--- config.mk ---
export PLATFORM = sky130hd
export DESIGN_NAME = regfile_scoreboard
export DESIGN_NICKNAME = d
export VERILOG_FILES = /design/src/rtl/regfile_scoreboard.sv
export SDC_FILE = /design/constraint.sdc
export NUM_CORES = 2
export LEC_CHECK = 0
export BUFFER_PORTS_ARGS = -buffer_cell sky130_fd_sc_hd__buf_2
export CAP_MARGIN = 20
export CELL_PAD_IN_SITES_DETAIL_PLACEMENT = 0
export CELL_PAD_IN_SITES_GLOBAL_PLACEMENT = 2
export CORE_ASPECT_RATIO = 1.75
export CORE_MARGIN = 2
export CORE_UTILIZATION = 51
export DETAILED_ROUTE_END_ITERATION = 7
export GPL_TIMING_DRIVEN = 0
export PLACE_DENSITY = 0.83
export SLEW_MARGIN = 10
export SYNTH_ARGS = -nofsm -noshare
export SYNTH_HDL_FRONTEND = slang
export SYNTH_SLANG_ARGS = --single-unit
export TNS_END_PERCENT = 1
--- constraint.sdc ---
create_clock -name clock -period 52.6 [get_ports clock]
set_input_delay 2.63 -clock clock [delete_from_list [all_inputs] [get_ports clock]]
set_output_delay 2.63 -clock clock [all_outputs]
set_load 0.01 [all_outputs]
--- src/rtl/regfile_scoreboard.sv ---
// Register file with scoreboard.
// Two registered read ports and one write port, with write-to-read bypass.
// Register 0 can optionally be hardwired to zero.
// Each register has a pending bit, and a counter tracks how many bits are set.
// The pending bits drive a hazard stall towards the pipeline control.
module regfile_scoreboard #(
    parameter int DATA_WIDTH = 32,
    parameter int ADDR_WIDTH = 5,
    parameter int NUM_REGS   = 32,
    parameter int ZERO_REG   = 1
) (
    input  logic                  clock,
    input  logic                  reset,
    input  logic [ADDR_WIDTH-1:0] addra,
    input  logic [ADDR_WIDTH-1:0] addrb,
    output logic [DATA_WIDTH-1:0] dataa,
    output logic [DATA_WIDTH-1:0] datab,
    output logic                  busya,
    output logic                  busyb,
    output logic                  stall,
    input  logic                  enc,
    input  logic [ADDR_WIDTH-1:0] addrc,
    input  logic [DATA_WIDTH-1:0] datac,
    input  logic                  issue,
    input  logic [ADDR_WIDTH-1:0] addrd,
    output logic [ADDR_WIDTH:0]   pending_count
);

    localparam logic [ADDR_WIDTH:0] NUM_REGS_W = (ADDR_WIDTH+1)'(NUM_REGS);
    localparam logic                ZERO_EN    = (ZERO_REG != 0);

    // An address is usable if it is implemented and is not the hardwired zero register.
    function automatic logic addr_valid(input logic [ADDR_WIDTH-1:0] addr);
        addr_valid = ({1'b0, addr} < NUM_REGS_W) && !(ZERO_EN && (addr == '0));
    endfunction

    logic [DATA_WIDTH-1:0] regs [NUM_REGS];
    logic [NUM_REGS-1:0]   pending;
    logic [NUM_REGS-1:0]   pending_next;
    logic                  write_ok;
    logic                  issue_ok;
    logic                  read_ok_a;
    logic                  read_ok_b;
    logic                  count_inc;
    logic                  count_dec;
    logic [ADDR_WIDTH:0]   count_next;
    logic [DATA_WIDTH-1:0] read_val_a;
    logic [DATA_WIDTH-1:0] read_val_b;

    // Qualify each request against the valid address range.
    always_comb begin
        write_ok  = enc && addr_valid(addrc);
        issue_ok  = issue && addr_valid(addrd);
        read_ok_a = addr_valid(addra);
        read_ok_b = addr_valid(addrb);
    end

    // Pending bits after this edge. A write clears the bit and an issue sets it.
    // The issue is applied last, so it wins when both target the same register.
    always_comb begin
        pending_next = pending;
        if (write_ok) begin
            pending_next[addrc] = 1'b0;
        end
        if (issue_ok) begin
            pending_next[addrd] = 1'b1;
        end
    end

    // Count only real bit transitions.
    // When a write and an issue hit the same register, the issue leaves the bit
    // set, so that write does not decrement the count.
    always_comb begin
        count_inc  = issue_ok && !pending[addrd];
        count_dec  = write_ok && pending[addrc] && !(issue_ok && (addrd == addrc));
        count_next = pending_count + (ADDR_WIDTH+1)'(count_inc)
                                   - (ADDR_WIDTH+1)'(count_dec);
    end

    // Read data as it stands after this edge's write.
    // A write to the address being read this edge is bypassed straight through.
    always_comb begin
        read_val_a = '0;
        read_val_b = '0;
        if (read_ok_a) begin
            read_val_a = (write_ok && (addrc == addra)) ? datac : regs[addra];
        end
        if (read_ok_b) begin
            read_val_b = (write_ok && (addrc == addrb)) ? datac : regs[addrb];
        end
    end

    // Register storage. Writes to invalid addresses were already filtered out by write_ok.
    always_ff @(posedge clock or posedge reset) begin
        if (reset) begin
            for (int i = 0; i < NUM_REGS; i++) begin
                regs[i] <= '0;
            end
        end else if (write_ok) begin
            regs[addrc] <= datac;
        end
    end

    // Scoreboard state and the registered read outputs.
    always_ff @(posedge clock or posedge reset) begin
        if (reset) begin
            pending       <= '0;
            pending_count <= '0;
            dataa         <= '0;
            datab         <= '0;
            busya         <= 1'b0;
            busyb         <= 1'b0;
        end else begin
            pending       <= pending_next;
            pending_count <= count_next;
            dataa         <= read_val_a;
            datab         <= read_val_b;
            busya         <= read_ok_a ? pending_next[addra] : 1'b0;
            busyb         <= read_ok_b ? pending_next[addrb] : 1'b0;
        end
    end

    assign stall = busya | busyb;

endmodule
==> impl_metrics.env <==
export IMPL_status="finished clean"
export IMPL_drt_initial_drc_count=5228
export IMPL_grt_ovfl_total=0
export IMPL_post_cts_resized=0
export IMPL_place_area_sq_um=63270
export IMPL_vias=42320
export IMPL_r2r_setup_slack_ns=49.08
export IMPL_routabilityCongestion=1.006
export IMPL_worstSetupStartpointType="input pin"
export IMPL_final_common_cell="dfrtp_1"
export IMPL_grt_usage=0.4459
export IMPL_grt_first_pass_wirelength_mm=357.6
export IMPL_hpwl_mm=188.0
export IMPL_tightest_slew_ns=1.305
export IMPL_layout_common_cells="1128 x dfrtp_1, 951 x mux2_2, 625 x mux4_2"
export IMPL_drive_above_1_share=0.4872
export IMPL_fin_hold_ws_ns=0.4776
export IMPL_design_final_nets=4351
export IMPL_pwr_share_clk=0.328
export IMPL_clk_path_buf_depth=3
export IMPL_cts_buffers=107
export IMPL_syn_nets=4072
export IMPL_cts_max_level=3
export IMPL_leakage_nw=29.48
export IMPL_cts_tree="yes"
export IMPL_wire_per_inst_um=44.79
export IMPL_pre_cts_slack_ns=45.88
export IMPL_syn_cell_area_sq_um=59730
export IMPL_synth_ff_latch_count=1128
export IMPL_worstPathRequired_ns=53.17
export IMPL_postCtsSetupBuffers=0
export IMPL_cp_arrival_ns=6.83
export IMPL_yosys_top_cells_area="dfrtp_1 47%, mux4_2 24%, mux2_2 18%"
export IMPL_maxCapViolCount=0
export IMPL_via_per_inst=7.162
export IMPL_swShare=0.2977
export IMPL_path_clk_slew_ns=0.06
export IMPL_endpoint_kind="register"
export IMPL_min_to="regs[997]"
export IMPL_die_w_um=262.7
export IMPL_fin_util=0.5770
export IMPL_cts_sinks=1128
export IMPL_reg2reg_from="pending[0]"
export IMPL_finClkSkew_ns=0.03452
export IMPL_path_class="input pin to register"
export IMPL_hold_path_depth=1
export IMPL_postCtsHoldBufs=0
export IMPL_tns_ns=0
export IMPL_yosysTopAreaCell="dfrtp_1"
export IMPL_fmax_mhz=159.8
export IMPL_slew_headroom=0.1303
export IMPL_core_area_sq_um=116500
export IMPL_async_flop_share=1.000
export IMPL_worst_slack_ns=46.34
export IMPL_seqPwrFrac=0.436
export IMPL_hold_violations=0
export IMPL_clock_latency_ns=0.77
export IMPL_die_h_um=456.7
export IMPL_rsz0062_at_grt="no"
export IMPL_r2r_cells=12
export IMPL_wl_mm=264.7
export IMPL_dr_pass1_iters=7
export IMPL_ir_worst_vdd_uv=33.17
export IMPL_min_period_ns=6.260
export IMPL_antenna_found_initial=26
export IMPL_synth_cell_type_count=71
export IMPL_io_buffers=109
export IMPL_yosys_warnings=0
export IMPL_synth_edf_count=0
export IMPL_ant_nets=0
export IMPL_switching_power_mw=0.7907
export IMPL_synth_top_area_frac=0.4725
export IMPL_placementRows=166
export IMPL_synth_top_flop_cell="dfrtp_1"
export IMPL_cts_root_buf="clkbuf_16"
export IMPL_startpoint="addrb[2]"
export IMPL_finalSetupViolCount=0
export IMPL_dieArea_sq_um=120000
export IMPL_hold_path_class="register to register"
export IMPL_hold_path_startpoint="regs[997]"
export IMPL_finalInstanceArea_sq_um=67240
export IMPL_pin_count=129
export IMPL_syn_area_per_cell_sq_um=14.90
export IMPL_yosysSeqAreaShare=0.4725
export IMPL_slowest_delay_ns=0.81
export IMPL_min_period_over_period=0.1190
export IMPL_syn_to_final_growth_pct=12.56
export IMPL_initial_core_util=0.5126
export IMPL_drv_slew=0
export IMPL_crit_path_top_delay_cell="buf_2"
export IMPL_cp_max_fo=10
export IMPL_cp_common_cell="buf_2"
export IMPL_r2r_end="pending_count[4]"
export IMPL_power_density_nw_per_um2=39.50
export IMPL_grt_max_degree=118
export IMPL_synth_cells=4009
export IMPL_p_comb_frac=0.235
export IMPL_grt_pass1_vias=42710
export IMPL_drc=0
export IMPL_crit_chain="buf_2 > buf_2 > buf_2 > buf_2 > mux2i_1 > nor2_1 > a21oi_1 > a21oi_1 > nor2_1 > nor3_1"
export IMPL_intPower_mw=1.865
[power groups by stage]
stage	clock, mW	sequential, mW	combinational [mW]
after floorplan	0	1.14	0.424
after global placement	0	1.16	0.596
after detailed placement	0	1.17	0.614
after CTS	0.872	1.15	0.616
after global routing	0.905	1.18	0.650
final	0.871	1.16	0.625
[registers in the layout, indices dropped and copies added (netlist names)]
name,count
busyb,1
dataa,32
busya,1
regs,1024
pending,32
datab,32
pending_count,6
[worst max-delay path by stage]
stage / endpoint / cells past startpoint / slack [ns]
6_report: datab[16] / 10 / 46.34
4_1_cts: pending_count[4] / 14 / 46.66
3_3_place_gp: regs[663] / 2 / 5.03
5_1_grt: pending_count[4] / 14 / 46.51
2_1_floorplan: busya / 1 / 18.20
3_5_place_dp: pending_count[4] / 14 / 45.88
[stage by stage]
| stage | std cells | total power [mW] |
|---|---|---|
| 2_1_floorplan | 4009 | 1.563 |
| 3_3_place_gp | 5630 | 1.758 |
| 3_5_place_dp | 5688 | 1.782 |
| 4_1_cts | 5889 | 2.641 |
| 5_1_grt | 5901 | 2.731 |
| 6_report | 5909 | 2.656 |
[kinds of logic (layout without fill, tap and decap cells)]
| logic type | count (synthesis) | in the layout | synth area share |
|---|---|---|---|
| XOR/XNOR | 20 | 20 | 0.002932 |
| other | 0 | 17 | 0 |
| AND/OR/NAND/NOR | 522 | 522 | 0.03787 |
| flip-flops | 1128 | 1128 | 0.4725 |
| multiplexers | 1669 | 1669 | 0.4306 |
| adder cells (fa/ha/maj) | 7 | 7 | 0.001592 |
| buffers and inverters | 480 | 851 | 0.03458 |
| AO/OA/AOI/OAI | 183 | 183 | 0.01988 |
[cell usage after synthesis (all sizes together), types with 28 or more instances]
cell	instances
nor3	31
inv	28
o21ai	47
dfrtp	1128
a21oi	46
mux2	955
mux4	625
nor2	146
buf	208
a211oi	37
nand2	264
clkbuf	244
mux2i	89
[area by class of cell]
class	count	area [sq um]
clock inverters	56	737.0
plain buffers	452	2031
inverters	28	112.6
repair buffers	170	1600
flip-flops and latches	1128	28230
diodes	17	42.54
fillers	9446	49280
multi-input cells	2401	29450
well taps	1512	1892
clock buffers	145	3146
[critical path: cells and delay by family]
kind,cells,cell delay (ns)
buffers and inverters,4,2.74
multiplexers,1,0.20
AND/OR/NAND/NOR,3,0.77
AO/OA/AOI/OAI,2,0.43
[per-layer routing]
metal  global-route usage  vias to the layer above  wire length (um)
met4               0.4317                       10             31900
met1               0.5033                    22640             86620
met3               0.1315                     1110             26900
li1                     -                    15750                 -
met2               0.6721                     2819            119100
met5             0.009278                        -               214
No activity file was read; power rests on OpenSTA's default activity.
